===== src/rtl/mem_arbiter_pkg.sv =====
// Shared types for the byte-serial memory arbiter.
// Lane tags, FSM encodings and the top-lane helper.
package mem_arbiter_pkg;

    localparam int SEL_W  = 4;
    localparam int EXT_DW = 8;

    typedef enum logic [1:0] {
        ARB_IDLE = 2'd0,
        ARB_XFER = 2'd1,
        ARB_DONE = 2'd2
    } arb_state_t;

    typedef enum logic {
        GNT_IF  = 1'b0,
        GNT_MEM = 1'b1
    } gnt_t;

    typedef struct packed {
        logic       valid;
        logic [1:0] lane;
    } rd_tag_t;

    function automatic logic [1:0] top_lane(input logic [SEL_W-1:0] sel);
        logic [1:0] t;
        t = 2'd0;
        for (int k = 0; k < SEL_W; k++) begin
            if (sel[k]) t = 2'(k);
        end
        return t;
    endfunction

endpackage


===== src/rtl/mem_lane_seq.sv =====
// Finds the lowest enabled lane at or above a start index,
// and flags whether it is the highest enabled lane.
module mem_lane_seq
    import mem_arbiter_pkg::*;
(
    input  logic [SEL_W-1:0] sel_i,
    input  logic [2:0]       from_i,
    output logic             found_o,
    output logic [1:0]       lane_o,
    output logic             last_o
);

    always_comb begin
        found_o = 1'b0;
        lane_o  = 2'd0;
        for (int k = SEL_W - 1; k >= 0; k--) begin
            if (sel_i[k] && (3'(k) >= from_i)) begin
                found_o = 1'b1;
                lane_o  = 2'(k);
            end
        end
        last_o = found_o && (lane_o == top_lane(sel_i));
    end

endmodule


===== src/rtl/mem_arbiter.sv =====
// Arbitrates IF and MEM onto a byte-wide external port,
// sequencing enabled lanes and reassembling words little-endian.
module mem_arbiter
    import mem_arbiter_pkg::*;
#(
    parameter int RD_LAT = 1
) (
    input  logic              clk,
    input  logic              rst,
    input  logic              if_req_i,
    input  logic [31:0]       if_addr_i,
    output logic [31:0]       if_data_o,
    output logic              if_done_o,
    input  logic              mem_req_i,
    input  logic              mem_we_i,
    input  logic [31:0]       mem_addr_i,
    input  logic [31:0]       mem_wdata_i,
    input  logic [SEL_W-1:0]  mem_sel_i,
    output logic [31:0]       mem_rdata_o,
    output logic              mem_done_o,
    output logic [31:0]       ext_addr_o,
    output logic [EXT_DW-1:0] ext_dout_o,
    input  logic [EXT_DW-1:0] ext_din_i,
    output logic              ext_wr_o,
    output logic              stallreq_if_o,
    output logic              stallreq_mem_o
);

    arb_state_t        state_q, state_d;
    gnt_t              gnt_q, gnt_d;
    gnt_t              last_grant_q, last_grant_d;
    logic [31:0]       addr_q, addr_d;
    logic [31:0]       wdata_q, wdata_d;
    logic [31:0]       rdata_q, rdata_d;
    logic              we_q, we_d;
    logic [SEL_W-1:0]  sel_q, sel_d;
    logic [1:0]        lane_q, lane_d;
    logic              issue_q, issue_d;
    logic              last_q, last_d;
    rd_tag_t           pipe_q [RD_LAT];
    rd_tag_t           pipe_d [RD_LAT];
    logic [31:0]       ext_addr_q, ext_addr_d;
    logic [EXT_DW-1:0] ext_dout_q, ext_dout_d;
    logic              ext_wr_q, ext_wr_d;
    logic              if_done_q, if_done_d;
    logic              mem_done_q, mem_done_d;
    logic [31:0]       if_data_q, if_data_d;
    logic [31:0]       mem_rdata_q, mem_rdata_d;

    logic              idle;
    logic              pick_mem;
    logic [SEL_W-1:0]  seq_sel;
    logic [2:0]        seq_from;
    logic              seq_found;
    logic [1:0]        seq_lane;
    logic              seq_last;
    logic [31:0]       src_addr;
    logic [31:0]       src_wdata;
    logic              src_we;
    rd_tag_t           cap;
    logic              fin;

    // On a collision the requester that was not served last wins.
    assign idle      = (state_q == ARB_IDLE);
    assign pick_mem  = mem_req_i & (~if_req_i | (last_grant_q == GNT_IF));
    assign seq_sel   = idle ? (pick_mem ? mem_sel_i : 4'hF) : sel_q;
    assign seq_from  = idle ? 3'd0 : ({1'b0, lane_q} + 3'd1);
    assign src_addr  = idle ? (pick_mem ? mem_addr_i : if_addr_i) : addr_q;
    assign src_wdata = idle ? mem_wdata_i : wdata_q;
    assign src_we    = idle ? (pick_mem & mem_we_i) : we_q;
    assign cap       = pipe_q[RD_LAT-1];

    mem_lane_seq u_seq (
        .sel_i   (seq_sel),
        .from_i  (seq_from),
        .found_o (seq_found),
        .lane_o  (seq_lane),
        .last_o  (seq_last)
    );

    always_comb begin
        state_d      = state_q;
        gnt_d        = gnt_q;
        last_grant_d = last_grant_q;
        addr_d       = addr_q;
        wdata_d      = wdata_q;
        rdata_d      = rdata_q;
        we_d         = we_q;
        sel_d        = sel_q;
        lane_d       = lane_q;
        issue_d      = issue_q;
        last_d       = last_q;
        pipe_d       = pipe_q;
        ext_addr_d   = ext_addr_q;
        ext_dout_d   = ext_dout_q;
        ext_wr_d     = ext_wr_q;
        if_done_d    = 1'b0;
        mem_done_d   = 1'b0;
        if_data_d    = if_data_q;
        mem_rdata_d  = mem_rdata_q;
        fin          = 1'b0;
        unique case (state_q)
            ARB_IDLE: begin
                ext_wr_d = 1'b0;
                if (if_req_i || mem_req_i) begin
                    gnt_d        = pick_mem ? GNT_MEM : GNT_IF;
                    last_grant_d = pick_mem ? GNT_MEM : GNT_IF;
                    addr_d       = src_addr;
                    wdata_d      = src_wdata;
                    we_d         = src_we;
                    sel_d        = seq_sel;
                    rdata_d      = '0;
                    issue_d      = seq_found;
                    last_d       = seq_last;
                    state_d      = ARB_XFER;
                    if (seq_found) begin
                        lane_d     = seq_lane;
                        ext_addr_d = src_addr + {30'd0, seq_lane};
                        ext_dout_d = src_wdata[{seq_lane, 3'b000} +: 8];
                        ext_wr_d   = src_we;
                    end
                end
            end
            ARB_XFER: begin
                // Tag each read address so its byte lands RD_LAT cycles later.
                pipe_d[0] = '{valid: issue_q & ~we_q, lane: lane_q};
                for (int i = 1; i < RD_LAT; i++) begin
                    pipe_d[i] = pipe_q[i-1];
                end
                if (cap.valid) begin
                    rdata_d[{cap.lane, 3'b000} +: 8] = ext_din_i;
                end
                if (issue_q && !last_q) begin
                    lane_d     = seq_lane;
                    last_d     = seq_last;
                    ext_addr_d = addr_q + {30'd0, seq_lane};
                    ext_dout_d = wdata_q[{seq_lane, 3'b000} +: 8];
                    ext_wr_d   = we_q;
                end else begin
                    issue_d  = 1'b0;
                    ext_wr_d = 1'b0;
                end
                fin = (sel_q == '0) ||
                      (we_q ? (issue_q && last_q)
                            : (cap.valid && (cap.lane == top_lane(sel_q))));
                if (fin) begin
                    state_d  = ARB_DONE;
                    ext_wr_d = 1'b0;
                    if (gnt_q == GNT_IF) begin
                        if_done_d = 1'b1;
                        if_data_d = rdata_d;
                    end else begin
                        mem_done_d  = 1'b1;
                        mem_rdata_d = rdata_d;
                    end
                end
            end
            ARB_DONE: begin
                ext_wr_d = 1'b0;
                state_d  = ARB_IDLE;
            end
            default: begin
                ext_wr_d = 1'b0;
                state_d  = ARB_IDLE;
            end
        endcase
    end

    always_ff @(posedge clk) begin
        if (!rst) begin
            state_q      <= ARB_IDLE;
            gnt_q        <= GNT_IF;
            last_grant_q <= GNT_IF;
            addr_q       <= '0;
            wdata_q      <= '0;
            rdata_q      <= '0;
            we_q         <= 1'b0;
            sel_q        <= '0;
            lane_q       <= '0;
            issue_q      <= 1'b0;
            last_q       <= 1'b0;
            for (int i = 0; i < RD_LAT; i++) begin
                pipe_q[i] <= '0;
            end
            ext_addr_q   <= '0;
            ext_dout_q   <= '0;
            ext_wr_q     <= 1'b0;
            if_done_q    <= 1'b0;
            mem_done_q   <= 1'b0;
            if_data_q    <= '0;
            mem_rdata_q  <= '0;
        end else begin
            state_q      <= state_d;
            gnt_q        <= gnt_d;
            last_grant_q <= last_grant_d;
            addr_q       <= addr_d;
            wdata_q      <= wdata_d;
            rdata_q      <= rdata_d;
            we_q         <= we_d;
            sel_q        <= sel_d;
            lane_q       <= lane_d;
            issue_q      <= issue_d;
            last_q       <= last_d;
            pipe_q       <= pipe_d;
            ext_addr_q   <= ext_addr_d;
            ext_dout_q   <= ext_dout_d;
            ext_wr_q     <= ext_wr_d;
            if_done_q    <= if_done_d;
            mem_done_q   <= mem_done_d;
            if_data_q    <= if_data_d;
            mem_rdata_q  <= mem_rdata_d;
        end
    end

    assign if_data_o      = if_data_q;
    assign if_done_o      = if_done_q;
    assign mem_rdata_o    = mem_rdata_q;
    assign mem_done_o     = mem_done_q;
    assign ext_addr_o     = ext_addr_q;
    assign ext_dout_o     = ext_dout_q;
    assign ext_wr_o       = ext_wr_q;
    assign stallreq_if_o  = if_req_i & ~if_done_q;
    assign stallreq_mem_o = mem_req_i & ~mem_done_q;

endmodule


===== config.mk =====
export PLATFORM = sky130hd
export DESIGN_NAME = mem_arbiter
export DESIGN_NICKNAME = d
export VERILOG_FILES = /design/src/rtl/mem_arbiter_pkg.sv /design/src/rtl/mem_lane_seq.sv /design/src/rtl/mem_arbiter.sv
export SDC_FILE = /design/constraint.sdc
export NUM_CORES = 1
export LEC_CHECK = 0
export ABC_AREA = 1
export BUFFER_PORTS_ARGS = -buffer_cell sky130_fd_sc_hd__clkbuf_2
export CORE_MARGIN = 5
export CORE_UTILIZATION = 50
export DETAILED_ROUTE_END_ITERATION = 16
export PLACE_DENSITY_LB_ADDON = 0.12
export SYNTH_ARGS = -nofsm -noshare
export SYNTH_HDL_FRONTEND = slang
export SYNTH_SLANG_ARGS = --single-unit

===== constraint.sdc =====
create_clock -name clk -period 3.8 [get_ports clk]
set_input_delay 0.19 -clock clk [delete_from_list [all_inputs] [get_ports clk]]
set_output_delay 0.19 -clock clk [all_outputs]
set_load 0.01 [all_outputs]

==> results.md, run 1 <==
Clock tree:
- CTS saw ~220 sinks.
- TritonCTS built the clock tree.
- In this run, CTS created clock tree buffers numbering 24.
- The largest buffer count on any clock path is 3.
- Clock latency on the worst-skew pair, taken at its later pin, is between 500 and 600 ps.
- After clock tree synthesis, the clock-pin slew on the worst setup and hold paths is about 60 ps.
- CTS built an H-tree with a depth of 1.
- The total of cells resized after clock tree synthesis is 0.
- The root buffer cell is sky130_fd_sc_hd__clkbuf_16.

Power:
- Overall power consumption after layout is estimated at a little over 7 mW.
- Power spread over the standard cell area amounts to between 500 and 600 nW/um2.
- The leakage dissipation is 6.19 nW.
- The peak ir drop on the vdd network is roughly 420 uV.

Finish:
- In the layout the commonest cells are 269 x sky130_fd_sc_hd__nand2_1, 268 x sky130_fd_sc_hd__inv_1, 220 x sky130_fd_sc_hd__clkbuf_2.
- The share of cells above drive strength 1 is between 10% and 20%.
- For this run, the post-layout net count is 1,918.
- The library cell used most frequently in the layout, excluding fill and tap cells, is sky130_fd_sc_hd__nand2_1.
- For this run, the number of standard cells in the final layout without fillers is between 2,000 and 2,500.
- The area growth from synthesis to layout is 20.6%.
- The final instance area is 13,100 um2.

STA:
- For the pin with the worst max-slew slack, the measured transition is approximately 1100 ps.
- Between clock sinks in the finished design, the worst skew comes to 8.16 ps.
- Final hold analysis gives a worst-case slack of roughly 1.9 ps.
- Setup repair after global routing left no endpoint under its margin.
- The final setup TNS is 0 ps.
- The final setup violation count is 0.
- The number of hold violations in the final report came to 0.
- The relative slew slack is 24.5%.
- The final critical path takes up between 80% and 90% of the cycle.
- The count of final max-slew check failures came to 0.
- The maximum clock frequency is 0.302 GHz.
- The minimum period implied by the final worst setup slack is 3310 ps.

Floorplanning:
- The area of the die is 24,800 um2.
- The initialized floorplan defines 54 standard-cell rows.
- Measured along the y axis, the die boundary spans around 160 um.
- The initial cell density of the core is between 50 and 60%.
- The area of the core is roughly 22,000 um2.
- Pin placement for this block handled roughly 220 I/O pins.
- The width of the chip is between 150 and 200 um.

Worst setup path:
- In this run the worst path has a maximum fanout of 18.
- Data on the critical path is required at its endpoint by approximately 4200 ps.
- The sort of element at the start of the critical path is a flip-flop.
- STA classifies the critical path endpoint as a flip-flop.
- Traced cell by cell, the critical path runs through nand2_2 > nand2_4 > inv_2 > nand2_2 > nand3_4 > nand2_1 > nor2_1 > clkinv_1 > fa_1 > inv_1 > nand3_1 > nor2_2 > nand2_1 > inv_1 > nand2_1 > nand2_1 > nand3_1 > nand2_1 > inv_1.
- STA puts the critical path data arrival time at around 3700 ps.
- The slowest library cell on the worst path is sky130_fd_sc_hd__fa_1.
- On the worst path, the slowest cell contributes a delay of roughly 550 ps.
- The cell that appears most often on the critical path is sky130_fd_sc_hd__nand2_1.
- The category of the critical setup timing path is reg2reg.

Detailed routing:
- The remaining routing DRC violations is 0.
- The DRC violation total after the first TritonRoute iteration is roughly 730.
- Wires add up to between 30,000 and 40,000 um.
- The number of optimization iterations in the first detailed-route pass is 5.
- Summing over every cut layer, the via total after detailed routing is roughly 11,000.
- The average wire length per cell after detail routing is 15.0 um.
- The detail route stage leaves a number of antenna-violating nets equal to 0.
- After detailed routing, the number of vias per cell comes to about 5.

Logic synthesis:
- Yosys attributes the largest share of cell area to sky130_fd_sc_hd__dfxtp_1 40%, sky130_fd_sc_hd__nand2_1 9.3%, sky130_fd_sc_hd__inv_1 9.2%.
- The gate count after technology mapping is around 1,600.
- Summed over all instances, the cell type with the most area after synthesis is sky130_fd_sc_hd__dfxtp_1.
- The async set-or-reset flop fraction in the synthesized netlist is 0%.
- During synthesis, Yosys emitted a total of 0 warnings.
- The number of flip-flops and latches in the synthesized netlist is roughly 220.
- The post-synth design cell area is 10,900 um2.
- The number of nets in the synthesized netlist is between 1,500 and 2,000.
- For this run, the register share of the synthesized area comes to 40.1%.
- The number of flops mapped to enable cells by yosys is 0.
- Each instance of the synthesized netlist takes up on average ~6.8 um2.
- The share of synthesized area in the top cell type comes to approximately 40%.
- The distinct cell type count of the synthesized netlist is 39.
- The main flop type after synthesis is sky130_fd_sc_hd__dfxtp_1.

Placement:
- Detailed placement finished with a half-perimeter wire length of 22,700 um.
- The cell count after placement is a little over 2,000.
- The weighted congestion at the end of routability-driven global placement is between 0.9 and 1.
- In this run the cell area measured after placement is ~12,000 um2.
- The count of buffers from port buffering is roughly 220.

GRT:
- For this run the aggregate overflow at the end of global routing stands at 0.
- The initial antenna violation count is 1.
- The first global-routing pass estimated slightly below 50,000 um of wire.
- Entering global routing, the biggest net connects 84 pins.
- The total global routing track utilization is about a quarter.
- The via count of the first global-routing pass is 9,617.

Min path:
- The worst hold path belongs to the class in2reg.

Run:
- The total of max-cap violations is 0.

Outcome:
- The run finished with clean final reports.
## layer usage
metal | track usage (%) | share of wire (%) | vias to the layer above
met2 | 40.0 | 46 | 324
met4 | 5.61 | 1.8 | 0
li1 | - | - | 5541
met3 | 4.04 | 7.0 | 42
met5 | 0 | 0 | -
met1 | 34.0 | 45 | 4785
## where the power goes
group | leakage, nW | internal, mW | switching [mW]
sequential | 1.79 | 2.59 | 0.187
clock | 0.401 | 1.39 | 0.959
combinational | 4.00 | 0.681 | 1.30
## Yosys cell counts (2+ instances only)
master and n:
sky130_fd_sc_hd__clkinv_1 5, sky130_fd_sc_hd__mux2i_1 30, sky130_fd_sc_hd__a221oi_1 4, sky130_fd_sc_hd__a31oi_1 3, sky130_fd_sc_hd__nand2_2 11, sky130_fd_sc_hd__dfxtp_1 218, sky130_fd_sc_hd__nand3_1 146, sky130_fd_sc_hd__o21bai_1 3
sky130_fd_sc_hd__nand4_1 3, sky130_fd_sc_hd__clkbuf_1 48, sky130_fd_sc_hd__nor2_4 3, sky130_fd_sc_hd__xor2_1 7, sky130_fd_sc_hd__buf_6 10, sky130_fd_sc_hd__buf_4 7, sky130_fd_sc_hd__nor2_2 4, sky130_fd_sc_hd__o21ai_0 159
sky130_fd_sc_hd__nor2_1 125, sky130_fd_sc_hd__nand3b_1 5, sky130_fd_sc_hd__inv_1 268, sky130_fd_sc_hd__nand2_1 269, sky130_fd_sc_hd__o21ai_1 2, sky130_fd_sc_hd__inv_2 5, sky130_fd_sc_hd__buf_1 2, sky130_fd_sc_hd__buf_2 20
sky130_fd_sc_hd__nand2_4 2, sky130_fd_sc_hd__o22ai_1 64, sky130_fd_sc_hd__xnor2_1 2, sky130_fd_sc_hd__ha_1 8, sky130_fd_sc_hd__a21oi_1 149
## critical path: cells and delay by family (launching register included)
kind	cells	cell delay, ps
fa+ha+maj	1	550
simple gates	13	1590
flops	1	340
buf+inv	5	720
## state kept, by name, summed over array words and instances (netlist names), 2 cells and up
name / cells
mem_rdata_o: 32
lane_q: 2
sel_q: 4
wdata_q: 32
state_q: 2
ext_dout_o: 8
addr_q: 32
if_data_o: 32
rdata_q: 32
cap: 3
ext_addr_o: 32
## per-stage QoR
step,util (%),worst slack [ps]
floorplan,-,829
global placement,55.8,640
detailed placement,55.8,532
CTS,60.7,493
global route,60.7,94.4
finish,60.7,491
## logic make-up after synthesis
group	count (synthesis)	share of synthesized area, %
simple gates	573	22.6
compound gates	388	19.0
buf+inv	365	13.7
flops	218	40.1
mux	30	2.76
xor+xnor	9	0.724
fa+ha+maj	9	1.10
## area by class of cell
cell class,count,area [um2]
diodes,1,2.50
clock inverters,10,85.1
fillers,2097,8500
multi-input cells,1009,5040
inverters,278,1040
flip-flops and latches,218,4360
repair buffers,265,1520
clock buffers,34,719
well taps,280,350
## repair_timing
action                                 in CTS  in global routing
setup buffers                               0                  0
endpoints found under the hold margin      27                  0
hold buffers                               26                  0
## path summary, 6_finish.rpt
kind                                            startpoint                     endpoint  slack, ps  cells after the start
worst max-delay path             last_grant_q$_SDFFE_PN0P_  ext_addr_o[26]$_SDFFE_PN0P_        490                     19
worst min-delay path                       mem_wdata_i[21]     wdata_q[21]$_SDFFE_PN0P_          2                      3
worst max register to register   last_grant_q$_SDFFE_PN0P_  ext_addr_o[26]$_SDFFE_PN0P_        490                     19
worst min register to register  if_data_o[11]$_SDFFE_PN0P_   if_data_o[11]$_SDFFE_PN0P_        440                      2
(Power assumes the default switching activity.)
==> run 2, diff against run 1 <==
- RECOVER_POWER: default -> 25
==> run 2 against run 1 <==
Against the previous run:
- global-route usage unchanged
- cell count did not move
- design area decreased by 0.77%
- utilization down 0.47 points
- setup slack worse by 13 ps
- clock-buffer cell count unchanged
- die area did not move
- combinational power about the same
- critical endpoint unchanged
- largest cell class unchanged
==> results.md, run 2 (synthesis gave the netlist of run 1 again) <==
Worst setup path:
- The data arrival time at the worst-slack endpoint came to 3730 ps (+20 ps).
- The category of the critical setup timing path is reg2reg.
- STA classifies the critical path startpoint as a flip-flop.
- The worst setup path is captured at a flip-flop.
- The maximum fanout along the worst path was 18 (unchanged).
- The required time at the endpoint of the critical path was 4200 ps (about the same).
- The number of cell instances on the worst register-to-register path was 19 (unchanged).

Finish:
- The library cells used most frequently in the layout, excluding fill and tap cells, are 269 x sky130_fd_sc_hd__nand2_1, 268 x sky130_fd_sc_hd__inv_1, 218 x sky130_fd_sc_hd__dfxtp_1.
- The number of fill cells was 2,145 (+2.3%).
- The most common cell after layout, fill and taps aside is sky130_fd_sc_hd__nand2_1.
- Relative to the synthesized area, the layout overhead comes to 19.6%.
- The total number of nets in the final design came to 1,918 (unchanged).
- The multi-input gate area in the final layout is 5040 um2 (unchanged).
- The share of cells above drive strength 1 is 12.7% (-4.5 points).
- The area occupied by registers came to 4360 um2 (unchanged).

Clock tree:
- The later-pin clock latency in the skew report was 510 ps (about the same).
- The number of clock sinks came to 218 (unchanged).
- The number of H-tree branching levels came to 1 (unchanged).
- TritonCTS built the clock tree.
- The clock-pin slew of the registers on the worst-case setup and hold paths came to 60 ps (about the same).
- The total clock buffers created by CTS is 24 (unchanged).
- The number of setup buffers added after CTS is 0 (unchanged).
- In this run the clock root is driven by a sky130_fd_sc_hd__clkbuf_16.
- The number of hold buffers added after cts is 26 (unchanged).
- The total of cells resized after clock tree synthesis was 0 (unchanged).
- The largest buffer count on any clock path came to 3 (unchanged).

GRT:
- The global-route wire length before repair is 49,600 um (unchanged).
- The pin count of the biggest net entering global routing is 84 (unchanged).
- The via count of the first global-routing pass was 9,617 (unchanged).
- The total congestion overflow is 0 (unchanged).
- The initial antenna violation count is 1 (unchanged).
- The total global routing track utilization is 24.4% (unchanged).

Run:
- The total of max-cap violations is 0 (unchanged).

STA:
- The final setup TNS is 0 ps (unchanged).
- The relative slew slack came to 24.3% (-0.24 points).
- The ratio of final minimum period to clock period is 87.4% (+0.33 points).
- The maximum clock frequency is 0.301 GHz (-0.38%).
- The worst clock skew is 8.18 ps (+0.0239 ps).
- Setup repair after global routing left no endpoint under its margin.
- The actual slew at the worst max-slew pin is 1130 ps (+3.57 ps).
- The number of hold violations in the final report came to 0 (unchanged).
- The count of final max-slew check failures is 0 (unchanged).
- The final setup violation count is 0 (unchanged).
- The minimum period implied by the final worst setup slack is 3320 ps (+12.5 ps).

Detailed routing:
- The number of optimization iterations in the first detailed-route pass is 5 (unchanged).
- The average wire length per cell after detail routing is 15.0 um (+0.37%).
- The final antenna-violating net count is 0 (unchanged).
- The number of vias after detailed routing is 10,700 (+0.42%).
- The DRC violation total after the first TritonRoute iteration came to 749 (+3.0%).
- The remaining routing DRC violations is 0 (unchanged).
- The final routed wirelength across all metal layers is 31,500 um (+0.37%).
- The detail-routed via count per cell is 5.13 (+0.42%).

Placement:
- The count of buffers from port buffering was 221 (unchanged).
- The total half-perimeter wirelength after legalization and detailed placement is 22,700 um (unchanged).
- The weighted congestion at the end of routability-driven global placement is 0.919 (unchanged).

Power:
- The areal power density over the cells is 544 nW/um2 (+0.43%).
- The total power is 7.09 mW (-0.35%).
- The leakage dissipation is 5.92 nW (-4.4%).
- The peak ir drop on the vdd network is 420 uV (-0.64%).

Floorplanning:
- The width of the chip is 158 um (unchanged).
- The area of the die is 24,800 um2 (unchanged).
- The initial cell density of the core was 50.4% (unchanged).
- The row count came to 54 (unchanged).
- The area of the core was 21,600 um2 (unchanged).
- The die height came to 158 um (unchanged).
- The top-level port count is 222 (unchanged).

Outcome:
- The flow ran to the end, and the final reports show no timing, DRC or antenna violations.

Min path:
- The worst hold path stage count is 3 (unchanged).
- The worst min-delay path class is in2reg.
-- run 2: power by group --
part           internal (mW)  switching (mW)  total, mW
Combinational          0.656            1.30       1.96
Clock                   1.39           0.958       2.35
Sequential              2.59           0.187       2.78
-- run 2: layout make-up --
type | instances | area share, %
flip-flops and latches | 218 | 33.5
well taps | 280 | 2.69
repair buffers | 265 | 10.9
clock inverters | 10 | 0.653
diodes | 1 | 0.0192
multi-input cells | 1009 | 38.7
inverters | 278 | 8.01
clock buffers | 34 | 5.52
-- run 2: critical path, stage by stage, from the launching register on --
cell and delay (ps):
sky130_fd_sc_hd__dfxtp_1 340, sky130_fd_sc_hd__nand2_2 120, sky130_fd_sc_hd__nand2_4 160, sky130_fd_sc_hd__inv_2 180
sky130_fd_sc_hd__nand2_2 90, sky130_fd_sc_hd__nand3_4 170, sky130_fd_sc_hd__nand2_1 110, sky130_fd_sc_hd__nor2_1 160
sky130_fd_sc_hd__clkinv_1 260, sky130_fd_sc_hd__fa_1 550, sky130_fd_sc_hd__inv_1 100, sky130_fd_sc_hd__nand3_1 150
sky130_fd_sc_hd__nor2_2 220, sky130_fd_sc_hd__nand2_1 170, sky130_fd_sc_hd__inv_1 130, sky130_fd_sc_hd__nand2_1 60
sky130_fd_sc_hd__nand2_1 60, sky130_fd_sc_hd__nand3_1 60, sky130_fd_sc_hd__nand2_1 70, sky130_fd_sc_hd__inv_1 40
-- run 2: final timing paths --
kind                                            startpoint                          end  slack [ps]
worst max-delay path             last_grant_q$_SDFFE_PN0P_  ext_addr_o[26]$_SDFFE_PN0P_         480
worst min-delay path                       mem_wdata_i[21]     wdata_q[21]$_SDFFE_PN0P_           2
worst max register to register   last_grant_q$_SDFFE_PN0P_  ext_addr_o[26]$_SDFFE_PN0P_         480
worst min register to register  if_data_o[11]$_SDFFE_PN0P_   if_data_o[11]$_SDFFE_PN0P_         440
-- run 2: per-layer routing --
layer	wire length, um	vias up	GRT usage, %
met4	555	0	5.61
met1	14100	4838	34.0
met3	2350	42	4.04
met5	0	-	0
met2	14500	322	40.0
li1	-	5535	-
-- run 2: per-stage QoR --
step	hold WS, ps	area, um2	setup slack, ps	util, %	std cells
4_1_cts	0.487	13100	493	60.7	2094
6_report	2.00	13000	479	60.2	2095
2_1_floorplan	351	10900	829	-	1592
3_3_place_gp	431	12100	640	55.8	2024
3_5_place_dp	436	12100	532	55.8	2024
5_1_grt	32.2	13000	94.4	60.2	2095
